**src/rtl/cache_ctrl.sv**
```systemverilog
// Miss-handling controller for a 2-way, 32-set, 4-word-line data cache: hit completion, dirty write-back, refill, replay.
// Optional hit/miss/write-back counters are built when CACHE_CTRL_STAT_EN is defined.
module cache_ctrl #(
  parameter int ADDR_BITS           = 32,
  parameter int TAG_BITS            = 23,
  parameter int SET_INDEX_WIDTH     = 5,
  parameter int ELEMENT_WORDS_WIDTH = 2,
  parameter int STAT_WIDTH          = 32
) (
  input  logic                  clk,
  input  logic                  rst,
  input  logic                  cpu_req,
  input  logic                  cpu_we,
  input  logic [ADDR_BITS-1:0]  cpu_addr,
  input  logic [2:0]            cpu_u_b_h_w,
  input  logic [31:0]           cpu_din,
  output logic [31:0]           cpu_dout,
  output logic                  cpu_ack,
  output logic                  cpu_stall,
  output logic [ADDR_BITS-1:0]  cache_addr,
  output logic                  cache_load,
  output logic                  cache_store,
  output logic                  cache_edit,
  output logic                  cache_invalid,
  output logic [2:0]            cache_u_b_h_w,
  output logic [31:0]           cache_din,
  input  logic                  cache_hit,
  input  logic                  cache_valid,
  input  logic                  cache_dirty,
  input  logic [31:0]           cache_dout,
  input  logic [TAG_BITS-1:0]   cache_tag,
  output logic                  mem_cs,
  output logic                  mem_we,
  output logic [ADDR_BITS-1:0]  mem_addr,
  output logic [31:0]           mem_dout,
  input  logic [31:0]           mem_din,
  input  logic                  mem_ack
`ifdef CACHE_CTRL_STAT_EN
  ,
  output logic [STAT_WIDTH-1:0] stat_hits,
  output logic [STAT_WIDTH-1:0] stat_misses,
  output logic [STAT_WIDTH-1:0] stat_writebacks
`endif
);

  localparam int         OFF_LSB = ELEMENT_WORDS_WIDTH + 2;
  localparam logic [2:0] F_WORD  = 3'b010;

  typedef enum logic [2:0] {S_IDLE, S_TAG, S_WB_RD, S_WB_WR, S_FILL, S_REPLAY} state_t;

  state_t                         state, state_nx;
  logic [ELEMENT_WORDS_WIDTH-1:0] cnt;
  logic                           cnt_last;
  logic [ADDR_BITS-1:0]           req_addr;
  logic [31:0]                    req_din;
  logic [2:0]                     req_ubhw;
  logic                           req_we;
  logic [TAG_BITS-1:0]            victim_tag;
  logic [31:0]                    wb_data;
  logic                           wb_first;
  logic [ADDR_BITS-1:0]           fill_addr;
  logic [ADDR_BITS-1:0]           wb_addr;

  assign cnt_last      = (cnt == '1);
  assign fill_addr     = {req_addr[ADDR_BITS-1:OFF_LSB], cnt, 2'b00};
  assign wb_addr       = {victim_tag, req_addr[OFF_LSB+SET_INDEX_WIDTH-1:OFF_LSB], cnt, 2'b00};
  assign cache_invalid = 1'b0;
  assign cpu_stall     = (state != S_IDLE) || cpu_req;

  always_ff @(posedge clk or negedge rst) begin
    if (!rst) begin
      state      <= S_IDLE;
      cnt        <= '0;
      req_addr   <= '0;
      req_din    <= '0;
      req_ubhw   <= '0;
      req_we     <= 1'b0;
      victim_tag <= '0;
      wb_data    <= '0;
      wb_first   <= 1'b0;
    end else begin
      state    <= state_nx;
      wb_first <= (state == S_WB_RD);
      case (state)
        S_IDLE: if (cpu_req) begin
          req_addr <= cpu_addr;
          req_din  <= cpu_din;
          req_ubhw <= cpu_u_b_h_w;
          req_we   <= cpu_we;
        end
        S_TAG: if (!cache_hit) begin
          cnt <= '0;
          if (cache_valid && cache_dirty) victim_tag <= cache_tag;
        end
        S_WB_WR: begin
          // Victim word is only on cache_dout during the first cycle; hold it for slow memories.
          if (wb_first) wb_data <= cache_dout;
          if (mem_ack) cnt <= cnt + ELEMENT_WORDS_WIDTH'(1);
        end
        S_FILL: if (mem_ack) cnt <= cnt + ELEMENT_WORDS_WIDTH'(1);
        default: ;
      endcase
    end
  end

  always_comb begin
    state_nx = state;
    case (state)
      S_IDLE:   if (cpu_req) state_nx = S_TAG;
      S_TAG: begin
        if (cache_hit)                       state_nx = S_IDLE;
        else if (cache_valid && cache_dirty) state_nx = S_WB_RD;
        else                                 state_nx = S_FILL;
      end
      S_WB_RD:  state_nx = S_WB_WR;
      S_WB_WR:  if (mem_ack) state_nx = cnt_last ? S_FILL : S_WB_RD;
      S_FILL:   if (mem_ack && cnt_last) state_nx = S_REPLAY;
      S_REPLAY: state_nx = S_TAG;
      default:  state_nx = S_IDLE;
    endcase
  end

  always_comb begin
    cpu_ack       = 1'b0;
    cpu_dout      = '0;
    cache_addr    = '0;
    cache_load    = 1'b0;
    cache_store   = 1'b0;
    cache_edit    = 1'b0;
    cache_u_b_h_w = '0;
    cache_din     = '0;
    mem_cs        = 1'b0;
    mem_we        = 1'b0;
    mem_addr      = '0;
    mem_dout      = '0;
    case (state)
      S_IDLE: if (cpu_req) begin
        cache_addr    = cpu_addr;
        cache_load    = !cpu_we;
        cache_edit    = cpu_we;
        cache_u_b_h_w = cpu_u_b_h_w;
        cache_din     = cpu_din;
      end
      S_TAG: if (cache_hit) begin
        cpu_ack  = 1'b1;
        cpu_dout = cache_dout;
      end
      S_WB_RD: begin
        cache_addr    = fill_addr;
        cache_u_b_h_w = F_WORD;
      end
      S_WB_WR: begin
        mem_cs   = 1'b1;
        mem_we   = 1'b1;
        mem_addr = wb_addr;
        mem_dout = wb_first ? cache_dout : wb_data;
      end
      S_FILL: begin
        mem_cs   = 1'b1;
        mem_addr = fill_addr;
        if (mem_ack) begin
          cache_store   = 1'b1;
          cache_addr    = fill_addr;
          cache_din     = mem_din;
          cache_u_b_h_w = F_WORD;
        end
      end
      S_REPLAY: begin
        cache_addr    = req_addr;
        cache_load    = !req_we;
        cache_edit    = req_we;
        cache_u_b_h_w = req_ubhw;
        cache_din     = req_din;
      end
      default: ;
    endcase
  end

`ifdef CACHE_CTRL_STAT_EN
  logic replay_tag;

  always_ff @(posedge clk or negedge rst) begin
    if (!rst) begin
      replay_tag      <= 1'b0;
      stat_hits       <= '0;
      stat_misses     <= '0;
      stat_writebacks <= '0;
    end else begin
      replay_tag <= (state == S_REPLAY);
      if (state == S_TAG) begin
        if (cache_hit && !replay_tag && stat_hits != '1)
          stat_hits <= stat_hits + STAT_WIDTH'(1);
        if (!cache_hit && stat_misses != '1)
          stat_misses <= stat_misses + STAT_WIDTH'(1);
        if (state_nx == S_WB_RD && stat_writebacks != '1)
          stat_writebacks <= stat_writebacks + STAT_WIDTH'(1);
      end
    end
  end
`else
  // statistics counters not built
`endif

endmodule
```
**config.mk**
```make
export PLATFORM = sky130hd
export DESIGN_NAME = cache_ctrl
export DESIGN_NICKNAME = d
export VERILOG_FILES = /design/src/rtl/cache_ctrl.sv
export SDC_FILE = /design/constraint.sdc
export NUM_CORES = 1
export LEC_CHECK = 0
export CORE_ASPECT_RATIO = 1.75
export CORE_MARGIN = 2
export CORE_UTILIZATION = 42
export DETAILED_ROUTE_END_ITERATION = 10
export MAX_ROUTING_LAYER = met4
export PLACE_DENSITY = 0.83
export SLEW_MARGIN = 20
export SYNTH_ARGS = -nofsm -noshare
export SYNTH_HDL_FRONTEND = slang
export SYNTH_SLANG_ARGS = --single-unit
```
**constraint.sdc**
```tcl
create_clock -name clk -period 2.5 [get_ports clk]
set_clock_uncertainty 0.05 [all_clocks]
set_input_delay 0.25 -clock clk [delete_from_list [all_inputs] [get_ports clk]]
set_output_delay 0.25 -clock clk [all_outputs]
set_load 0.01 [all_outputs]
```
Word-level counts from Yosys, hierarchy flattened
Index checks and enable logic that the tools add are counted.
Operators by class
  eq/ne operators: 11
  bitwise logic cells: 1
  $add $sub $neg: 1
  mux-type cells: 34
  reduce and logical (&&, ||, !) cells: 13
Operators by type and width (count)
  32-bit 2-to-1 mux: 8
  32-bit one-hot mux with 4 select lines: 1
  32-bit one-hot mux with 3 select lines: 1
  32-bit one-hot mux with 2 select lines: 1
  3-bit 2-to-1 mux: 7
  3-bit one-hot mux with 6 select lines: 1
  3-bit one-hot mux with 4 select lines: 1
  3-bit AND reduction: 3
  1-bit 2-to-1 mux: 8
  2-bit != test, second input constant: 4
  3-bit by 2-bit equality test with 1-bit output, second input constant: 2
  3-bit equality test, second input constant: 2
  2-bit 2-to-1 mux: 3
  1-bit one-hot mux with 2 select lines: 2
  2-bit one-hot mux with 2 select lines: 1
  3-bit by 1-bit equality test with 1-bit output, second input constant: 1
  3-bit logical NOT: 1
  3-bit nonzero test: 1
  2-bit by 1-bit adder with 2-bit output, second input constant: 1
  2-bit equality test, second input constant: 1
  1-bit logical AND: 2
  1-bit logical NOT: 2
  2-bit by 1-bit != test with 1-bit output, second input constant: 1
  2-bit AND reduction: 1
  other kinds (4): 4
Storage, ports and cells
  output and inout port bits: 171
  word-level logic and storage cells: 69
  register bits after elaboration: 129

Logic depth before layout (Yosys ltp)
Gate-level depths: netlist of the first run.
  depth after elaboration: 4
  mapped depth: 6
  depth with buffers taken out: 4

Least setup slack after synthesis of the first run
No wires, ideal clock.
  kind: flip-flop to output port
  from: register state[2]
  to: output cache_addr[2]
  path slack: 0.771 ns
  arrival: 1.429 ns
  cell stages (with the launch flop): 6
  path buffers: 2
  required time: 2.200 ns
  path through: dfrtp_1 -> buf_6 -> and4bb_2 -> buf_6 -> o21bai_1 -> a221o_1
On the way
  word-level cells in the longest chain between the ends: 2
  elaborated cells on any way between the ends: 5
Ends and longest elaborated chain
  from (decl): RTL line 51  | state_t state, state_nx;
  from (signal assigned): RTL line 82  | state <= state_nx;
  3-bit equality test (tied with other cells): RTL line 136  | case (state)
  32-bit one-hot mux with 4 select lines *: RTL line 136
  to (decl): RTL line 20  | output logic [ADDR_BITS-1:0] cache_addr,
Mark *: on every way between the ends. The rest lies on a longest branch, timed or not.

Worst setup path after layout of the first run
  from: register state[0]
  to: output cpu_dout[11]
On the way
  word-level cells in the longest chain between the ends: 2
Ends and longest elaborated chain
  3-bit by 1-bit equality test with 1-bit output: RTL line 136
  32-bit 2-to-1 mux: RTL line 136
  to (decl): RTL line 17  | output logic [31:0] cpu_dout,
No other way between the ends.

==> results of run 1 <==
-- cells in the mapped netlist, types with 2 or more instances --
master,count,area (sq um)
a21oi_1,4,20.0
nor2b_1,8,50.1
a22o_1,51,447
dfrtp_1,129,3230
o21ai_0,10,50.1
mux2i_1,34,340
nand2_1,225,845
inv_1,10,37.5
buf_2,31,155
buf_6,3,33.8
buf_4,10,75.1
mux2_2,41,462
and3b_1,2,17.5
clkbuf_1,9,33.8
a21o_1,3,22.5
a22oi_1,32,240
mux2_1,14,158
and2_1,34,213
a221o_1,3,30.0
o22ai_1,2,12.5
nor2_1,35,131
-- metrics by stage --
| step | std cells | setup TNS (ps) |
|---|---|---|
| 2_1_floorplan | 715 | 0 |
| 3_3_place_gp | 1208 | 0 |
| 3_5_place_dp | 1208 | -0.992 |
| 4_1_cts | 1258 | -593 |
| 5_1_grt | 1264 | -936 |
| 6_report | 1264 | 0 |
-- critical path, delay by kind of cell (launching register included) --
family / cells / cell delay [ps]
buf+inv: 3 / 780
flops: 1 / 430
simple gates: 3 / 560
-- kinds of logic (layout without fill, tap and decap cells) --
logic type      count (synthesis)  in the layout
simple gates                  319            319
flops                         129            129
compound gates                109            109
mux                            89             89
buf+inv                        65            425
fa+ha+maj                       1              1
other cells                     1              3
-- power by group through the flow --
stage	clock (mW)	combinational [mW]	sequential, mW
after detailed placement	0	5.57	3.57
after floorplan	0	3.00	3.37
after global placement	0	5.45	3.53
after global routing	2.51	6.11	3.65
final	2.36	5.65	3.55
after CTS	2.42	5.74	3.54
-- timing repair --
action / 4_1_cts / 5_1_grt
gates resized for setup: 162 / 59
hold endpoints to repair: 67 / 0
gates cloned: 5 / 0
setup endpoints to repair: 136 / 76
setup buffers: 12 / 7
hold buffers: 1 / 0
pin swaps: 4 / 4
-- layer usage --
metal  GRT usage [%]  vias to the layer above  part of all wire (%)
li1                -                     3112                     -
met1            32.4                     3216                    37
met2            48.3                      270                    53
met3            5.38                       50                   5.7
met4            12.2                        0                   4.0
met5               -                        -                     0
-- sequential cells by signal (all words and copies together) (netlist names) --
name	count
req_addr	32
req_din	32
wb_data	32
victim_tag	23
req_ubhw	3
state	3
cnt	2
req_we	1
wb_first	1
-- layout make-up --
type | count | share of cell area, %
Timing Repair Buffer | 382 | 34.0
Multi-Input combinational cell | 521 | 29.6
Sequential cell | 129 | 28.9
Clock buffer | 18 | 3.83
Tap cell | 189 | 2.11
Clock inverter | 14 | 1.16
Inverter | 11 | 0.413
-- how the worst min path moves through the flow --
stage,start,cells past startpoint,slack (ps),to
after floorplan,rst,0,-100,cnt[0]
after global routing,cpu_addr[14],3,340,req_addr[14]
final,cpu_din[31],3,350,req_din[31]
after CTS,cpu_din[30],3,330,req_din[30]
after global placement,rst,1,260,req_ubhw[2]
after detailed placement,rst,1,250,req_addr[0]
==> out/results.txt, run 1 <==
Critical Path RT: 2200 ps
Setup Viol. Count Final: 0
IO Pins: 333
IO buf count: 329
Sink Count: 129
Setup crit end: cpu_dout[11]
LEAKAGE: 5.56 nW
die height: 173 um
share of cells above drive strength 1: 16.7%
Cell variety after synth: 44
FMAX: 406 MHz
Cell Pwr Density: 1030 nW/um^2
Initial Utilization: 43.1%
mux cell area share after synthesis: 14.0%
first-pass GRT wire length: 37,200 um
Synth Area in Simple Gates: 20.7%
Sequential Power Share: 30.7%
initial antenna violation count: 0
largest net degree at the start of global routing: 70
drt pass-1 iters: 5
Warnings, synthesis: 0
post-synthesis register bit count: 129
vias per inst: 5.26
Sw Share: 37.6%
Nets: 1,225
Core Area: 15,900 sq um
CP Max Fanout: 33
DRC viols: 0
Critical R2R Launch: state[2]
DR iter-0 viols: 274
DIE WIDTH: 100 um
worst path cell trace: buf_4, and2b_1, and3b_1, buf_12, and2_1, clkdlybuf4s50_1
Total Wirelength: 23,700 um
Clock Latency Late Sink: 400 ps
fin crit share: 98.5%
Placer Congestion: 0.897
pre-CTS setup slack: -0.992 ps
Arrival @ worst endpoint: 2160 ps
Comb pwr share: 48.9%
Register-to-Register Path Depth: 4
post-synthesis sequential area ratio: 47.2%
vias in the first global route: 6,762
post-DR wirelength/cell: 18.8 um
area of the multi-input gates: 3310 sq um
grt total ovfl: 0
Crit. End Element: output pin
Power Total: 11.6 mW
final setup margin: 38.1 ps
largest family of logic cells by synthesized area: simple AND/OR/NAND/NOR gates
slowest stage delay, CP: 470 ps
filler instances: 1,227
CP max-delay cell: clkdlybuf4s50_1
fraction of registers with async set/reset: 100%
root buf cell: clkbuf_16
Slew headroom: 49.4%
leading cell type in the layout, fill and taps excluded: nand2_1
CP startpoint kind: flop
number of synthesized flops with an enable pin: 0
Net Sw Power: 4.34 mW
total CTS buffers: 17
Crit Path Category: reg2out
worst setup path startpoint: state[0]
Reg clk slew, reported paths: 60 ps
Min Hold Slack: 346 ps
worst slew pin tran: 759 ps
Final Util: 70.5%
Final Instance Area: 11,200 sq um
Compound-Gate Fraction of Synth Area: 12.8%
Syn Area/Cell: 9.59 sq um
clock share of power: 20.4%
P&R area growth vs syn: 63.8%
gr usage total: 28.5%
VDD IR-drop max: 0.000622 V
CTS tree: done
H-tree depth: 4
adder-cell share of the synthesized area: 0.183%
Post-DRT Antenna Nets: 0
DPL Wire Length: 16,700 um
most frequent cells in the layout: nand2_1 (225), clkdlybuf4s50_1 (218), dfrtp_1 (125)
max cap viols: 0
die area: 17,400 sq um
vias: 6,648
status: finished clean
DP Area: 10,400 sq um
Post-Synth XOR/XNOR Area: 0%
Top FF cell, synth: dfrtp_1
fin crit period: 2460 ps
num rows: 61
mapped cell area: 6840 sq um
Mapped Cells: 713
Hold Crit Class: in2reg
P_int: 7.22 mW
Final Hold Vio Count: 0
max-slew violation count: 0
R2R Setup Slk: 360 ps
register area: 3230 sq um
RSZ-0062 raised after global routing: yes
FF-to-FF End: req_addr[2]
ANT cells: 0
Max Buffers Root-to-Sink: 2
No activity file was read; power rests on OpenSTA's default activity.
==> run 2: changes to the inputs <==
--- a/config.mk
+++ b/config.mk
@@ -6,9 +6,10 @@
 export NUM_CORES = 1
 export LEC_CHECK = 0
 export CORE_ASPECT_RATIO = 1.75
-export CORE_MARGIN = 2
+export CORE_MARGIN = 4
 export CORE_UTILIZATION = 42
 export DETAILED_ROUTE_END_ITERATION = 10
+export GPL_ROUTABILITY_DRIVEN = 1
 export MAX_ROUTING_LAYER = met4
 export PLACE_DENSITY = 0.83
 export SLEW_MARGIN = 20
==> out/results.txt, run 2 (synthesized netlist as in run 1, its figures left out) <==
CP max-delay cell: dfrtp_2
DPL Wire Length: 17,200 um
root buf cell: clkbuf_16
Core Area: 16,000 sq um
Arrival @ worst endpoint: 2150 ps
Hold Crit Class: in2async
initial antenna violation count: 0
Top delay family on crit path: buffers and inverters
Critical Path RT: 2200 ps
Nets: 1,228
DIE WIDTH: 104 um
Post-DRT Antenna Nets: 0
CP Max Fanout: 8
Final Hold Vio Count: 0
Reg clk slew, reported paths: 60 ps
num rows: 61
worst path cell trace: or2b_4, o22ai_4, buf_4, buf_4, buf_12, a22o_1, clkdlybuf4s15_1
VDD IR-drop max: 0.000947 V
leading cell type in the layout, fill and taps excluded: nand2_1
filler instances: 1,205
largest net degree at the start of global routing: 64
Register-to-Register Path Depth: 4
Clock Latency Late Sink: 400 ps
Setup Viol. Count Final: 0
gr usage total: 26.9%
Final Instance Area: 11,400 sq um
Slew headroom: 51.1%
Crit. End Element: output pin
share of cells above drive strength 1: 16.1%
vias: 6,664
drt pass-1 iters: 5
most frequent cells in the layout: nand2_1 (225), clkdlybuf4s50_1 (192), dfrtp_1 (125)
worst slew pin tran: 734 ps
Net Sw Power: 4.43 mW
FMAX: 409 MHz
LEAKAGE: 5.81 nW
status: finished clean
Top Registers: req_addr (32), req_din (32), wb_data (32)
Crit Path Category: reg2out
grt total ovfl: 0
Min Hold Slack: 287 ps
P&R area growth vs syn: 66.6%
first-pass GRT wire length: 37,700 um
max cap viols: 0
fin crit period: 2450 ps
IO buf count: 329
Initial Utilization: 42.9%
DP Area: 10,400 sq um
slowest stage delay, CP: 460 ps
H-tree depth: 4
area of the multi-input gates: 3350 sq um
P_int: 7.78 mW
vias per inst: 5.26
CTS tree: done
register area: 3230 sq um
CP bufs+invs: 4
Sink Count: 129
Sw Share: 36.3%
CP startpoint kind: flop
max-slew violation count: 0
DRC viols: 0
Total Wirelength: 25,100 um
die area: 18,500 sq um
Placer Congestion: 0.884
Max Buffers Root-to-Sink: 2
post-DR wirelength/cell: 19.8 um
IO Pins: 333
Sequential Power Share: 29.5%
ANT cells: 0
fin crit share: 97.8%
Cell Pwr Density: 1070 nW/um^2
die height: 177 um
Comb pwr share: 47.6%
total CTS buffers: 17
clock share of power: 22.9%
Top cell by count, worst path: buf_4
Crit path depth: 7
vias in the first global route: 6,757
DR iter-0 viols: 303
-- run 2: cell count changes in the layout (fill, tap and decap cells not counted), sizes merged, moves of 2 or more --
cell / previous run / this run
clkdlybuf4s50: 218 / 192
bufinv: 1 / 5
dlymetal6s2s: 15 / 18
dlygate4sd2: 58 / 92
clkinvlp: 5 / 2
buf: 60 / 51
inv: 14 / 12
-- run 2: worst register-to-register path, cell delays in order (launching register included) --
cell,delay [ps]
dfrtp_2,460
buf_4,160
or4b_2,680
buf_4,360
a21o_1,310
-- run 2: path summary, 6_finish.rpt --
kind,start,endpoint,slack (ps)
setup / recovery,state[2],cache_addr[25],50
hold / removal,rst,req_addr[19],290
setup reg to reg,state[0],req_addr[2],380
hold reg to reg,req_din[9],req_din[9],420
max in group asynchronous,rst,req_din[6],1370
min in group clk,cpu_din[29],req_din[29],340
-- run 2: power groups by stage --
stage / sequential [mW] / combinational [mW] / clock (mW)
finish: 3.60 / 5.81 / 2.80
global route: 3.68 / 6.27 / 2.94
CTS: 3.55 / 5.65 / 2.84
detailed placement: 3.59 / 5.50 / 0
global placement: 3.54 / 5.40 / 0
floorplan: 3.37 / 3.00 / 0
-- run 2: what timing repair did --
action	4_1_cts	5_1_grt
endpoints found under the hold margin	41	0
pin swaps	3	4
buffers inserted	15	7
hold buffers	1	0
gates cloned	5	2
resized for setup	140	71
setup endpoints to repair	143	34
-- run 2: layout make-up --
class / instances / share of cell area, %
repair buffers: 385 / 34.0
multi-input cells: 521 / 29.4
flip-flops and latches: 129 / 28.4
clock buffers: 20 / 4.01
well taps: 189 / 2.08
clock inverters: 12 / 1.80
inverters: 11 / 0.363
-- run 2: per-stage QoR --
stage                     instances  utilization, %  setup slack [ps]  TNS, ps  total power, mW
after floorplan                 715               -               771        0             6.37
after global placement         1205            65.1             -1.57    -1.57             8.94
after detailed placement       1205            65.1             -48.1     -357             9.08
after CTS                      1258            70.5              -160    -2180             12.0
after global routing           1267            71.4             -10.1    -24.1             12.9
final                          1267            71.4              54.7        0             12.2
-- run 2: per-layer routing --
metal	global-route usage [%]	wire length [um]	vias to the layer above	share of wire (%)
li1	-	-	3126	-
met1	29.9	9410	3210	37
met2	46.7	13300	276	53
met3	5.95	1390	52	5.5
met4	11.2	996	0	4.0
met5	-	0	-	0
